**src/rtl/mem_arbiter.sv**
```systemverilog
// mem_arbiter
//   Shares one single-outstanding RAM port between the icache and dcache
//   requesters of NCORES cores. Cores are scanned round-robin starting at
//   rr_ptr; within a core dcache beats icache. A grant is registered in IDLE.
//   In GRANT the RAM is driven from the granted requester until the RAM reports
//   ACCESS (ack, one-cycle wait release) or the request drops (abort, no ack).
//
//   Optional feature macro: MEM_ARB_STARVE_GUARD_EN
//     When defined, each core counts consecutive dcache grants taken while its
//     icache is waiting. Once the count reaches STARVE_LIMIT, icache wins that
//     core's next selection. When undefined, dcache always beats icache.
//
// Ports
//   CLK, nRST             clock (rising edge), async active-low reset
//   iREN[c], iaddr[c]     icache read request/address per core
//   dREN/dWEN/daddr/dstore dcache request, address, write data per core
//   iwait/dwait           1 = access not complete, low for the ack cycle only
//   iload/dload           ramload broadcast to every lane
//   ramREN/ramWEN         RAM enables (write wins when both dcache bits set)
//   ramaddr/ramstore      RAM address/data, held in IDLE
//   ramload, ramstate     RAM read data and status (FREE/BUSY/ACCESS/ERROR)
module mem_arbiter #(
    parameter int NCORES       = 2,
    parameter int STARVE_LIMIT = 4
) (
    input  logic                 CLK,
    input  logic                 nRST,
    input  logic [NCORES-1:0]    iREN,
    input  logic [32*NCORES-1:0] iaddr,
    input  logic [NCORES-1:0]    dREN,
    input  logic [NCORES-1:0]    dWEN,
    input  logic [32*NCORES-1:0] daddr,
    input  logic [32*NCORES-1:0] dstore,
    output logic [NCORES-1:0]    iwait,
    output logic [NCORES-1:0]    dwait,
    output logic [32*NCORES-1:0] iload,
    output logic [32*NCORES-1:0] dload,
    output logic                 ramREN,
    output logic                 ramWEN,
    output logic [31:0]          ramaddr,
    output logic [31:0]          ramstore,
    input  logic [31:0]          ramload,
    input  logic [1:0]           ramstate
);

    localparam logic [0:0] ST_IDLE    = 1'b0;
    localparam logic [0:0] ST_GRANT   = 1'b1;
    localparam logic [1:0] RAM_ACCESS = 2'd2;
    localparam int         CW         = (NCORES > 1) ? $clog2(NCORES) : 1;

    logic [0:0]    state_q, state_d;
    logic [CW-1:0] rr_ptr_q, rr_ptr_d;
    logic [CW-1:0] gnt_core_q, gnt_core_d;
    logic          gnt_dc_q, gnt_dc_d;
    logic [31:0]   ramaddr_q, ramstore_q;

    logic [NCORES-1:0][31:0] iaddr_a, daddr_a, dstore_a;
    logic [NCORES-1:0]       dreq;
    logic [NCORES-1:0]       icache_first;

    logic          sel_found;
    logic [CW-1:0] sel_core;
    logic          sel_dc;
    logic [CW:0]   scan_sum;
    logic [CW-1:0] scan_idx;
    logic          gnt_live;

    assign iaddr_a  = iaddr;
    assign daddr_a  = daddr;
    assign dstore_a = dstore;
    assign dreq     = dREN | dWEN;
    assign iload    = {NCORES{ramload}};
    assign dload    = {NCORES{ramload}};

`ifdef MEM_ARB_STARVE_GUARD_EN
    localparam int SW = $clog2(STARVE_LIMIT + 1);

    logic [NCORES-1:0][SW-1:0] starve_q;
    logic                      idle_grant;

    assign idle_grant = (state_q == ST_IDLE) && sel_found;

    // Counts dcache grants taken while the same core's icache waits; any
    // icache grant or a dropped iREN restarts the count.
    always_ff @(posedge CLK or negedge nRST) begin
        if (!nRST) begin
            starve_q <= '0;
        end else begin
            for (int c = 0; c < NCORES; c++) begin
                if (!iREN[c]) begin
                    starve_q[c] <= '0;
                end else if (idle_grant && (sel_core == CW'(c))) begin
                    if (!sel_dc) begin
                        starve_q[c] <= '0;
                    end else if (starve_q[c] != SW'(STARVE_LIMIT)) begin
                        starve_q[c] <= starve_q[c] + 1'b1;
                    end
                end
            end
        end
    end

    always_comb begin
        icache_first = '0;
        for (int c = 0; c < NCORES; c++) begin
            icache_first[c] = iREN[c] & (~dreq[c] | (starve_q[c] == SW'(STARVE_LIMIT)));
        end
    end
`else
    assign icache_first = iREN & ~dreq;

    // STARVE_LIMIT only matters to the starvation guard; nothing is built here.
    if (STARVE_LIMIT < 1) begin : g_unused_starve_limit
    end
`endif

    // Round-robin scan from rr_ptr; first core with any request wins.
    always_comb begin
        sel_found = 1'b0;
        sel_core  = '0;
        sel_dc    = 1'b0;
        scan_sum  = '0;
        scan_idx  = '0;
        for (int k = 0; k < NCORES; k++) begin
            scan_sum = {1'b0, rr_ptr_q} + (CW+1)'(k);
            if (scan_sum >= (CW+1)'(NCORES)) begin
                scan_sum = scan_sum - (CW+1)'(NCORES);
            end
            scan_idx = scan_sum[CW-1:0];
            if (!sel_found && (dreq[scan_idx] || iREN[scan_idx])) begin
                sel_found = 1'b1;
                sel_core  = scan_idx;
                sel_dc    = ~icache_first[scan_idx];
            end
        end
    end

    assign gnt_live = gnt_dc_q ? dreq[gnt_core_q] : iREN[gnt_core_q];

    always_comb begin
        state_d    = state_q;
        rr_ptr_d   = rr_ptr_q;
        gnt_core_d = gnt_core_q;
        gnt_dc_d   = gnt_dc_q;
        ramREN     = 1'b0;
        ramWEN     = 1'b0;
        ramaddr    = ramaddr_q;
        ramstore   = ramstore_q;
        iwait      = '1;
        dwait      = '1;
        case (state_q)
            ST_IDLE: begin
                if (sel_found) begin
                    gnt_core_d = sel_core;
                    gnt_dc_d   = sel_dc;
                    state_d    = ST_GRANT;
                end
            end
            ST_GRANT: begin
                ramaddr  = gnt_dc_q ? daddr_a[gnt_core_q] : iaddr_a[gnt_core_q];
                ramstore = dstore_a[gnt_core_q];
                if (!gnt_live) begin
                    // Requester withdrew: release the RAM without an ack.
                    state_d = ST_IDLE;
                end else begin
                    if (gnt_dc_q) begin
                        ramWEN = dWEN[gnt_core_q];
                        ramREN = ~dWEN[gnt_core_q];
                    end else begin
                        ramREN = 1'b1;
                    end
                    if (ramstate == RAM_ACCESS) begin
                        if (gnt_dc_q) begin
                            dwait[gnt_core_q] = 1'b0;
                        end else begin
                            iwait[gnt_core_q] = 1'b0;
                        end
                        rr_ptr_d = (gnt_core_q == CW'(NCORES - 1)) ? '0 : gnt_core_q + 1'b1;
                        state_d  = ST_IDLE;
                    end
                end
            end
            default: state_d = ST_IDLE;
        endcase
    end

    always_ff @(posedge CLK or negedge nRST) begin
        if (!nRST) begin
            state_q    <= ST_IDLE;
            rr_ptr_q   <= '0;
            gnt_core_q <= '0;
            gnt_dc_q   <= 1'b0;
            ramaddr_q  <= '0;
            ramstore_q <= '0;
        end else begin
            state_q    <= state_d;
            rr_ptr_q   <= rr_ptr_d;
            gnt_core_q <= gnt_core_d;
            gnt_dc_q   <= gnt_dc_d;
            ramaddr_q  <= ramaddr;
            ramstore_q <= ramstore;
        end
    end

endmodule

```
**config.mk**
```make
export PLATFORM = sky130hd
export DESIGN_NAME = mem_arbiter
export DESIGN_NICKNAME = d
export VERILOG_FILES = /design/src/rtl/mem_arbiter.sv
export SDC_FILE = /design/constraint.sdc
export NUM_CORES = 1
export LEC_CHECK = 0
export ABC_AREA = 1
export CAP_MARGIN = 20
export CORE_AREA = 2 2 168 170
export DETAILED_ROUTE_END_ITERATION = 10
export DIE_AREA = 0 0 170 172
export PLACE_DENSITY = 0.55
export SYNTH_ARGS = -nofsm -noshare
export SYNTH_HDL_FRONTEND = slang
export SYNTH_SLANG_ARGS = --single-unit
```
**constraint.sdc**
```tcl
create_clock -name CLK -period 2 [get_ports CLK]
set_input_delay 0.5 -clock CLK [delete_from_list [all_inputs] [get_ports CLK]]
set_output_delay 0.5 -clock CLK [all_outputs]
set_load 0.01 [all_outputs]
```
# [Word level (Yosys, flattened, before mapping)]
# Index checks and enable logic that the tools add are counted.
[totals] out_inout_bits=198 regBits=68 in_bits=234 wordCells=89
[op_classes] n_mux=57 n_lt_le_gt_ge=6 reduce_logical=7 n_addsub=4 bitwise_logic=8 n_eq_ne=1
[op_table] op="32-bit two-way mux" count=9
[op_table] op="1-bit two-way mux" count=38
[op_table] op="2-bit two-way mux" count=8
[op_table] op="1-bit by 2-bit less-than comparator with 1-bit output, second input constant" count=3
[op_table] op="1-bit inverter" count=4
[op_table] op="2-bit inverter" count=2
[op_table] op="3-bit AND reduction" count=1
[op_table] op="1-bit by 1-bit adder with 2-bit output, second input constant" count=1
[op_table] op="2-bit bitwise AND" count=1
[op_table] op="2-bit equality test, second input constant" count=1
[op_table] op="1-bit by 2-bit >= comparator with 1-bit output, second input constant" count=1
[op_table] op="2-bit >= comparator, second input constant" count=1
[op_table] op="1-bit logical AND" count=2
[op_table] op="1-bit logical OR" count=2
[op_table] op="2-bit bitwise OR" count=1
[op_table] op="1-bit one-hot mux with 2 select lines" count=1
[op_table] op="2-bit AND reduction" count=1
[op_table] op="1-bit subtractor, second input constant" count=2
[op_table] op="1-bit adder, second input constant" count=1
[op_table] op="1-bit demux with 1-bit select" count=1
[op_table] op="1-bit >= comparator, second input constant" count=1
[op_table] op="1-bit logical NOT" count=1

# [Longest topological paths before layout]
# Gate-level depths: netlist of run 1.
[logic_depth] depth_word=11 depth_mapped=9 mapped_depth_nobuf=8

# [Worst setup path before layout of run 1]
# Ideal clock, no wire load.
[synth_timing] path_type="register to output" start="reg gnt_core_q" end="out ramstore[10]" path_stages_with_launch=6 setup_slack_ns=0.352 arrival_time_ns=1.148 t_required_ns=1.500 cell_sequence="dfrtp_1 -> buf_6 -> inv_6 -> buf_2 -> nor2_1 -> o21ai_0"
[synth_between] elab_chain_cells=3
[synth_rtl] element="from (decl)" line="53" rtl="logic [CW-1:0] gnt_core_q, gnt_core_d;"
[synth_rtl] element="from (signal assigned)" line="198" rtl="gnt_core_q <= gnt_core_d;"
[synth_rtl] element="32-bit two-way mux (not written as such) (2 in a row)" line="161" rtl="ramstore = dstore_a[gnt_core_q];"
[synth_rtl] element="32-bit two-way mux" line="151" rtl="case (state_q)"
[synth_rtl] element="to (decl)" line="41" rtl="output logic [31:0] ramstore,"
# No other way between the ends. The select of a mux whose other input is x is not followed.

# [Worst setup path in the final report of run 1]
[layout_timing] start="reg gnt_core_q" end="reg ramaddr_q[5]"
[layout_between] elab_chain_cells=4
[layout_rtl] element="32-bit two-way mux (not written as such) (2 in a row)" line="160" rtl="ramaddr = gnt_dc_q ? daddr_a[gnt_core_q] : iaddr_a[gnt_core_q];"
[layout_rtl] element="32-bit two-way mux (*)" line="160"
[layout_rtl] element="32-bit two-way mux (*)" line="151"
[layout_rtl] element="to (signal assigned)" line="200" rtl="ramaddr_q <= ramaddr;"
[layout_rtl] element="to (decl)" line="55" rtl="logic [31:0] ramaddr_q, ramstore_q;"
# Mark *: on every way between the ends. The rest lies on a longest branch, timed or not. The select of a mux whose other input is x is not followed.
# A chain may end at the register's enable or synchronous reset.

==> summary by stage, run 1 <==
Pwr
The maximum vdd drop is 509 uV. The completed layout was analyzed and its total power is 16.0 mW. The leakage power is 4.25 nW. The power density relative to cell area is between 1500 and 2000 mW/mm^2.

Timing
The worst slew margin relative to its limit is 74.1%. Based on the critical path, the design can be clocked at up to 413 MHz. Dividing the final minimum period by the clock period gives 121%. Setup repair after global routing could not meet its margin everywhere. The transition time at the pin with the least slew margin is just under 0.4 ns. The final-report max-slew violation count came to 0. The setup-violating endpoint count in the final report is 74. The setup TNS is -16.13 ns.

The smallest clock period supported by the final layout is computed as around 2.4 ns. The worst clock skew on the final layout is about 0.0095 ns. The minimum setup slack in the final design is -0.418 ns.

The final hold violation count is 0.

Synthesis
The area share of the largest cell type after synthesis is 35.4%. The post-synthesis area per instance is approximately 7.3 sq um. Sequential elements use a little over a third of the synthesized area.

The largest total area in the synthesized netlist belongs to sky130_fd_sc_hd__dfrtp_1. For this run, the number of Yosys warnings is 0. Counting flops and latches in the post-synthesis netlist gives between 60 and 70. The total nets after synthesis is approximately 900. In the synthesized netlist the dominant register cell turns out to be sky130_fd_sc_hd__dfrtp_1.

Among all cell types in the netlist, the one instantiated most often is sky130_fd_sc_hd__nand2_1. Yosys mapped the design onto 25 distinct sky130hd cell types. Counting instances in the post-synthesis netlist gives the leading cell types as sky130_fd_sc_hd__nand2_1, sky130_fd_sc_hd__buf_4, sky130_fd_sc_hd__dfrtp_1. The cell area that synthesis handed to floorplanning was a little under 0.005 sq mm. Counting flops with a built-in enable in the synthesized netlist gives 0. The post-synthesis async set-or-reset flop share is 100%.

After technology mapping, the gate count stands at 663. In the post-synthesis netlist, the biggest area contributors are sky130_fd_sc_hd__dfrtp_1, sky130_fd_sc_hd__buf_4, sky130_fd_sc_hd__nand2_1, sky130_fd_sc_hd__o21ai_0, sky130_fd_sc_hd__nor2_1.

Worst setup path
In this run the critical register-to-register path is launched from gnt_core_q. The endpoint type of the worst setup path is a flip-flop. Data on the critical path arrives at its endpoint at 2.64 ns.

The cell occurring most often along the worst timing path is sky130_fd_sc_hd__buf_4. The number of cells on the worst reg-to-reg path is 17. The worst endpoint required time is 2.22 ns.

The worst path buffer plus inverter count is 12. The slowest stage of the critical path belongs to the cell sky130_fd_sc_hd__dfrtp_1. For this run, the slowest stage of the critical path takes roughly 0.4 ns. The setup slack of the worst register-to-register path is -0.42 ns. By startpoint and endpoint, the worst setup path is classified as flip-flop to flip-flop. The signal on the critical path passes through buf_12, inv_16, nor2_8, buf_12, buf_16, nand2_2, nand4_1, nand2_1, nand2_1, buf_4, buf_4, buf_4, buf_4, buf_4, buf_4, buf_4, buf_4. The end of the worst register-to-register path is ramaddr_q[5]. The top cell family by delay on the critical path is buffers and inverters.

The type of origin of the critical path is a flip-flop. The largest fanout on the critical path is 8.

Global route
For this run, the total global-route usage over all layers was measured as 15.3%. Summed over all layers, the global routing overflow is 0. The number of global-route vias before repair is ~5.4k. The initial antenna violation count was 1.

The global-route wire length before repair is 32.3 mm. The maximum number of pins on one net before global-route repair is 38.

Placement
After legalization and detailed placement, the total HPWL measured around 15 mm. After detailed placement, the total cell area comes to 0.00739 sq mm. During placement, the flow inserted port buffers numbering 271.

At the end of routability-driven placement, the weighted congestion stood at 0.784.

Die
The die width is 170 microns. For this configuration, the core starts out at a cell density of between 10% and 20%. The area of the die is 0.0292 sq mm. 432 I/O pins were placed. The core area is 0.0275 sq mm. The floorplan step set the die height to 172 microns. The floorplan row count is 61.

Layout
The area added between synthesis and finish is 95.1%. Once layout is done, the placed cells without fillers occupy 0.00939 sq mm. The fraction of layout instances using a drive strength above 1 is 40.8%. The count of filler cells inserted in the layout is between 2k and 3k. In the final design database the tool counted 1,181 nets.

Clock tree
The CTS tree is built. The maximum count of clock buffers along a single path is 2. The clock reaches the later pin of the worst-skew pair after 0.34 ns.

The clock net sink count is 68. Clock-pin slew was measured on the worst setup and hold paths at 0.06 ns. The number of levels the H-tree was split into is 3. Hold repair after CTS inserted 0 buffers. CTS placed an instance of sky130_fd_sc_hd__clkbuf_16 at the clock tree root. Counting the buffers created by CTS gives 9.

Run
The tool flagged a number of max-cap violations equal to 0.

Status
The run finished, with violations left. The checks that failed: negative setup slack.

Drt
The number of detailed-route iterations in the first pass is 4. The count of antenna-violating nets left after detailed routing is 0. Summed over all layers, the routed wires come to 25.4 mm.

In the final routed layout, each cell accounts on average for roughly 20 microns. The number of vias per cell is about 4.2. The number of remaining DRC errors is 0. The count of routing violations after the opening detailed-route iteration is 201. The number of vias after detailed routing is 5,396.

Worst hold path
The kind of path behind the tightest hold check is input pin to asynchronous set/reset pin.
[metrics by stage]
stage                     hold WS (ns)  utilization [%]  setup WS, ns  instances
after CTS                       0.0849             32.0        -0.405       1288
after global routing            0.0976             34.2        -0.501       1298
after global placement           0.460             26.9        -0.878       1176
final                           0.0858             34.2        -0.418       1298
after detailed placement         0.452             26.9        -0.871       1176
after floorplan                  0.204                -         0.352        663
[worst reg2reg max path, delay by kind of cell (launching register included)]
family / cells / cell delay, ns
AND/OR/NAND/NOR: 5 / 0.39
flip-flops: 1 / 0.40
buffers and inverters: 12 / 1.51
[cells by family after synthesis]
group | count (synthesis) | share of synthesized area, %
AOI/OAI and AO/OA | 89 | 11.2
buffers and inverters | 178 | 25.4
DFF | 68 | 35.4
and+or+nand+nor | 328 | 28.1
[power breakdown]
| group | internal [mW] | total (mW) | switching [mW] |
|---|---|---|---|
| sequential | 2.08 | 2.32 | 0.242 |
| combinational | 6.41 | 12.0 | 5.60 |
| clock | 0.991 | 1.62 | 0.628 |
| total | 9.48 | 16.0 | 6.47 |
[layout make-up]
type	instances	area, sq um	share of cell area [%]
antenna	1	2.50	0.0266
clock buffer	11	243	2.58
clock inverter	4	50.0	0.533
inverter	16	101	1.08
multi-input combinational	417	2310	24.6
sequential	68	1700	18.1
tap	346	433	4.61
timing repair buffer	435	4550	48.4
[how the worst max path moves through the flow]
stage | endpoint | slack (ns) | from | depth (start not counted)
2_1_floorplan | ramstore[10] | 0.35 | gnt_core_q | 5
3_3_place_gp | ramREN | -0.88 | dWEN[0] | 8
3_5_place_dp | ramREN | -0.87 | dWEN[0] | 8
4_1_cts | ramaddr[16] | -0.40 | gnt_dc_q | 10
5_1_grt | ramaddr_q[5] | -0.50 | gnt_core_q | 17
6_report | ramaddr_q[5] | -0.42 | gnt_core_q | 17
[routing by layer]
metal  GRT usage (%)  routed length (microns)  up-vias
met2            28.8                    12900      267
met1            16.1                     9330     2480
li1                -                        -     2566
met4            7.32                     1260        0
met5               0                        0        -
met3            3.80                     1840       83
[state kept, by name, summed over array words and instances, names as in the netlist]
register,cells
state_q,1
ramaddr_q,32
ramstore_q,32
gnt_core_q,1
gnt_dc_q,1
rr_ptr_q,1
[cells in the final DEF (no fill, tap or decap), types with 3 or more instances in the layout]
| master | Yosys | routed |
|---|---|---|
| sky130_fd_sc_hd__buf_6 | 3 | 68 |
| sky130_fd_sc_hd__inv_1 | 11 | 11 |
| sky130_fd_sc_hd__buf_4 | 135 | 97 |
| sky130_fd_sc_hd__o21ai_1 | 7 | 30 |
| sky130_fd_sc_hd__nand2_4 | 2 | 6 |
| sky130_fd_sc_hd__a22oi_2 | 8 | 18 |
| sky130_fd_sc_hd__clkdlybuf4s50_1 | 0 | 196 |
| sky130_fd_sc_hd__buf_2 | 13 | 30 |
| sky130_fd_sc_hd__dfrtp_1 | 68 | 67 |
| sky130_fd_sc_hd__o21ai_2 | 0 | 24 |
| sky130_fd_sc_hd__nand2_1 | 248 | 187 |
| sky130_fd_sc_hd__buf_12 | 0 | 18 |
| sky130_fd_sc_hd__nor2_2 | 1 | 19 |
| sky130_fd_sc_hd__nor2_4 | 2 | 6 |
| sky130_fd_sc_hd__nand4_1 | 25 | 25 |
| sky130_fd_sc_hd__buf_8 | 0 | 5 |
| sky130_fd_sc_hd__clkbuf_16 | 0 | 15 |
| sky130_fd_sc_hd__nand2_2 | 0 | 56 |
| sky130_fd_sc_hd__nor2_1 | 45 | 23 |
| sky130_fd_sc_hd__o21ai_0 | 59 | 12 |
| sky130_fd_sc_hd__nand3_1 | 3 | 3 |
| sky130_fd_sc_hd__buf_16 | 0 | 9 |
[what timing repair did]
item                                    CTS  global route
buffers inserted                         86            18
pin swaps                                78            70
endpoints found under the setup margin   70            77
cloned                                   11             7
gates resized for setup                 468           133
No activity file was read; power rests on OpenSTA's default activity.
==> run 2: changes to the inputs <==
--- a/config.mk
+++ b/config.mk
@@ -7,10 +7,11 @@
 export LEC_CHECK = 0
 export ABC_AREA = 1
 export CAP_MARGIN = 20
-export CORE_AREA = 2 2 168 170
+export CORE_AREA = 2 2 167 169
 export DETAILED_ROUTE_END_ITERATION = 10
-export DIE_AREA = 0 0 170 172
-export PLACE_DENSITY = 0.55
+export DIE_AREA = 0 0 169 171
+export PLACE_DENSITY = 0.57
+export SLEW_MARGIN = 20
 export SYNTH_ARGS = -nofsm -noshare
 export SYNTH_HDL_FRONTEND = slang
 export SYNTH_SLANG_ARGS = --single-unit
==> constraint.sdc (replaced) <==
create_clock -name CLK -period 2.2 [get_ports CLK]
set_input_delay 0.55 -clock CLK [delete_from_list [all_inputs] [get_ports CLK]]
set_output_delay 0.55 -clock CLK [all_outputs]
set_load 0.01 [all_outputs]
==> run 2 against run 1 <==
Highest routed layer unchanged. Count of clock-buffer cells in the layout unchanged. Critical endpoint is now ramaddr[24]. Combinational power is 8% lower. First-iteration DRC count is 3.5% higher. Register-to-register slack better by 0.20 ns. Worst hold slack gained 0.065 ns. Sequential cell count stayed put. The run still ends with negative setup slack left. Via count up 1.4%.
==> summary by stage, run 2 (synthesis gave the netlist of run 1 again) <==
Status
Outcome: complete, but fails checks (unchanged). Violations in the final reports: negative setup slack (unchanged).

Pwr
The clock share of power is 10.7% (was 10.1%). The power density relative to cell area is 1570 mW/mm^2 (was 1700 mW/mm^2). The power share of the sequential group is 14.3% (was 14.5%).

The part of the power in combinational logic is 75.0% (was 75.3%). The maximum vdd drop is 458 uV (was 509 uV). The leakage power came to 4.30 nW (was 4.25 nW). The internal power is 8.94 mW (was 9.48 mW). The net switching power figure was 5.79 mW (was 6.47 mW).

The overall power consumption is 14.7 mW (was 16.0 mW). The net switching fraction of the power is 39.3% (was 40.6%).

Timing
The worst clock skew on the final layout is 0.0107 ns (was 0.00946 ns). The minimum setup slack in the final design is -0.281 ns (was -0.418 ns). The worst hold margin came to 0.151 ns (was 0.0858 ns).

The transition time at the pin with the least slew margin came to 0.429 ns (was 0.388 ns). RSZ-0062 raised after global routing: true (unchanged). The setup-violating endpoint count in the final report is 65 (was 74).

The achievable frequency is 403 MHz. Dividing the final minimum period by the clock period gives 113%. The final hold violation count is 0 (unchanged).

The worst slew margin relative to its limit is 71.4% (was 74.1%). The routed design could run at a clock period as short as 2.48 ns. The final-report max-slew violation count is 0 (unchanged).

Global route
The maximum number of pins on one net before global-route repair is 42 (was 38). The met2 usage was 30.5% (was 28.8%). The total global-route track usage came to 15.8% (was 15.3%). The met1 global-route usage is 15.7% (was 16.1%). The initial antenna violation count is 0 (was 1).

The most crowded layer after global routing is met2 (unchanged). The global-route wire length before repair is 33.6 mm (was 32.3 mm). The number of global-route vias before repair is 5,601 (was 5,357).

The met3 layer usage reported by global route is 4.49% (was 3.80%). The total grt overflow is 0 (unchanged).

Worst setup path
The type of the worst setup path was flip-flop to output pin (was flip-flop to flip-flop). The type of origin of the critical path is a flip-flop (unchanged). The worst-path cell with the longest stage delay is sky130_fd_sc_hd__dfrtp_2 (was sky130_fd_sc_hd__dfrtp_1). The largest stage delay on the critical path came to 0.40 ns (about the same). The endpoint type of the worst setup path is an output pin (was flip-flop). The largest fanout on the critical path is 6 (was 8). The top cell family by delay on the critical path is buffers and inverters (unchanged).

The worst path buffer plus inverter count came to 6 (was 12). Critical path, cell by cell: buf_12, clkinv_8, buf_12, nor2_8, buf_12, clkbuf_16, nand2_1, nand4_1, nand2_1, nand2_1, buf_2 (was buf_12, inv_16, nor2_8, buf_12, buf_16, nand2_2, nand4_1, nand2_1, nand2_1, buf_4, buf_4, buf_4, buf_4, buf_4, buf_4, buf_4, buf_4). The arrival time at the worst endpoint is 1.93 ns (was 2.64 ns). The worst endpoint required time is 1.65 ns (was 2.22 ns).

Clock tree
The clock network latency to the later pin of the worst-skew pair came to 0.34 ns (about the same). The CTS tree is built (unchanged). The number of buffers inserted by hold repair at cts was 0 (unchanged).

The clock net sink count came to 68 (unchanged). The number of levels the H-tree was split into is 3 (unchanged). The clock transition time at the flip-flop clock pins of the worst setup and hold paths is 0.07 ns (was 0.06 ns). The number of clock buffers inserted by TritonCTS came to 9 (unchanged).

The CTS root buffer was sky130_fd_sc_hd__clkbuf_16 (unchanged). The maximum count of clock buffers along a single path came to 2 (unchanged).

Drt
The number of detailed-route iterations in the first pass is 4 (unchanged). The number of vias per cell is 4.18 (was 4.16). The count of antenna-violating nets left after detailed routing is 0 (unchanged). The sum of routed wire length over all layers is 24.7 mm (was 25.4 mm). The number of vias after detailed routing is 5,472 (was 5,396). The count of routing violations after the opening detailed-route iteration is 208 (was 201). The number of remaining DRC errors is 0 (unchanged). The wire length per cell after detailed routing is 18.8 microns (was 19.5 microns).

Layout
The most common library cell in the layout ignoring fill and taps is sky130_fd_sc_hd__clkdlybuf4s50_1 (unchanged). The area added between synthesis and finish is 95.0% (was 95.1%). The number of diodes added for antenna fixing is 0 (was 1). The layout net count is 1,193 (was 1,181). The post-route core utilization is 34.3% (was 34.2%).

Top Registers: ramaddr_q (32), ramstore_q (32) (unchanged). Commonest cells after routing, fill and taps aside: sky130_fd_sc_hd__clkdlybuf4s50_1, sky130_fd_sc_hd__nand2_1, sky130_fd_sc_hd__buf_6 (was sky130_fd_sc_hd__clkdlybuf4s50_1, sky130_fd_sc_hd__nand2_1, sky130_fd_sc_hd__buf_4). The fraction of layout instances using a drive strength above 1 is 39.6% (was 40.8%).

Die
The die width was 169 microns (was 170 microns). The initial cell density of the core is 17.6% (was 17.5%). The number of I/O pins was 432 (unchanged). The area of the die came to 0.0289 sq mm (was 0.0292 sq mm). The die height came to 171 microns (was 172 microns).

The floorplan row count was 61 (unchanged). The core area is 0.0273 sq mm (was 0.0275 sq mm).

Placement
The count of input and output buffers is 271 (unchanged). The half-perimeter wire length after detailed placement is 15.6 mm (was 15.3 mm). The routability-driven placement congestion ratio is 0.758 (was 0.784). The worst slack after detailed placement is -0.652 ns (was -0.871 ns).

Worst hold path
The kind of path behind the tightest hold check is input pin to asynchronous set/reset pin (unchanged).

Run
The number of max-cap violations is 0 (unchanged).
==> run 2: cell types whose count changed in the layout (fill, tap and decap cells not counted), moves of 3 or more <==
cell	before	now
sky130_fd_sc_hd__buf_6	68	104
sky130_fd_sc_hd__nor2_1	23	40
sky130_fd_sc_hd__buf_4	97	82
sky130_fd_sc_hd__nor2_2	19	4
sky130_fd_sc_hd__nand2_4	6	12
sky130_fd_sc_hd__nand2_2	56	51
sky130_fd_sc_hd__o21ai_2	24	19
sky130_fd_sc_hd__buf_8	5	1
sky130_fd_sc_hd__clkbuf_16	15	11
sky130_fd_sc_hd__buf_16	9	6
sky130_fd_sc_hd__o21ai_1	30	33
==> run 2: final timing paths <==
path	from	end	slack [ns]	cells after the start
setup / recovery	gnt_core_q	ramaddr[24]	-0.28	11
hold / removal	nRST	ramaddr_q[5]	0.15	1
setup reg to reg	gnt_core_q	ramaddr_q[19]	-0.22	19
hold reg to reg	ramaddr_q[9]	ramaddr_q[9]	0.47	2
max in group asynchronous	nRST	ramstore_q[9]	1.44	2
min in group CLK	ramaddr_q[9]	ramaddr_q[9]	0.47	2
==> run 2: layer usage <==
metal | share of wire [%] | up-vias
met2 | 52 | 298
met4 | 5.0 | 0
met1 | 35 | 2500
li1 | - | 2596
met3 | 7.6 | 78
met5 | 0 | -
==> run 2: worst reg2reg max path, stage by stage (launching register included) <==
cell and delay, ns:
sky130_fd_sc_hd__dfrtp_2 0.43, sky130_fd_sc_hd__buf_12 0.14, sky130_fd_sc_hd__clkinv_8 0.05, sky130_fd_sc_hd__buf_12 0.09
sky130_fd_sc_hd__nor2_8 0.04, sky130_fd_sc_hd__buf_12 0.13, sky130_fd_sc_hd__clkbuf_16 0.16, sky130_fd_sc_hd__nand2_2 0.05
sky130_fd_sc_hd__nand4_1 0.08, sky130_fd_sc_hd__nand2_1 0.10, sky130_fd_sc_hd__nand2_2 0.07, sky130_fd_sc_hd__buf_4 0.13
sky130_fd_sc_hd__buf_6 0.11, sky130_fd_sc_hd__buf_6 0.11, sky130_fd_sc_hd__buf_6 0.10, sky130_fd_sc_hd__buf_6 0.10
sky130_fd_sc_hd__buf_6 0.10, sky130_fd_sc_hd__buf_6 0.10, sky130_fd_sc_hd__buf_6 0.10, sky130_fd_sc_hd__buf_6 0.10
==> run 2: power by group through the flow <==
stage,Combinational [mW],Clock [mW],Sequential [mW]
after global routing,11.9,1.70,2.17
final,11.0,1.58,2.11
after global placement,7.14,0,2.13
after detailed placement,7.16,0,2.14
after floorplan,3.19,0,2.04
after CTS,10.5,1.65,2.11
==> run 2: timing repair <==
item / CTS / global route
setup endpoints to repair: 70 / 80
pin swaps: 78 / 51
gates cloned: 9 / 3
resized for setup: 510 / 96
setup buffers: 95 / 15
==> run 2: final cells by class <==
| class | count | area (sq um) |
|---|---|---|
| inverter | 16 | 90.1 |
| clock inverter | 4 | 75.1 |
| timing repair buffer | 447 | 4590 |
| multi-input combinational | 417 | 2260 |
| tap | 346 | 433 |
| clock buffer | 11 | 233 |
| sequential | 68 | 1710 |
| fill | 2792 | 17900 |
==> run 2: through the flow <==
step | cells | cell area (sq um) | setup TNS, ns
5_1_grt | 1309 | 9380 | -16.50
6_report | 1309 | 9380 | -9.76
3_3_place_gp | 1185 | 7420 | -20.63
2_1_floorplan | 663 | 4810 | 0
4_1_cts | 1304 | 9070 | -7.40
3_5_place_dp | 1185 | 7420 | -20.50
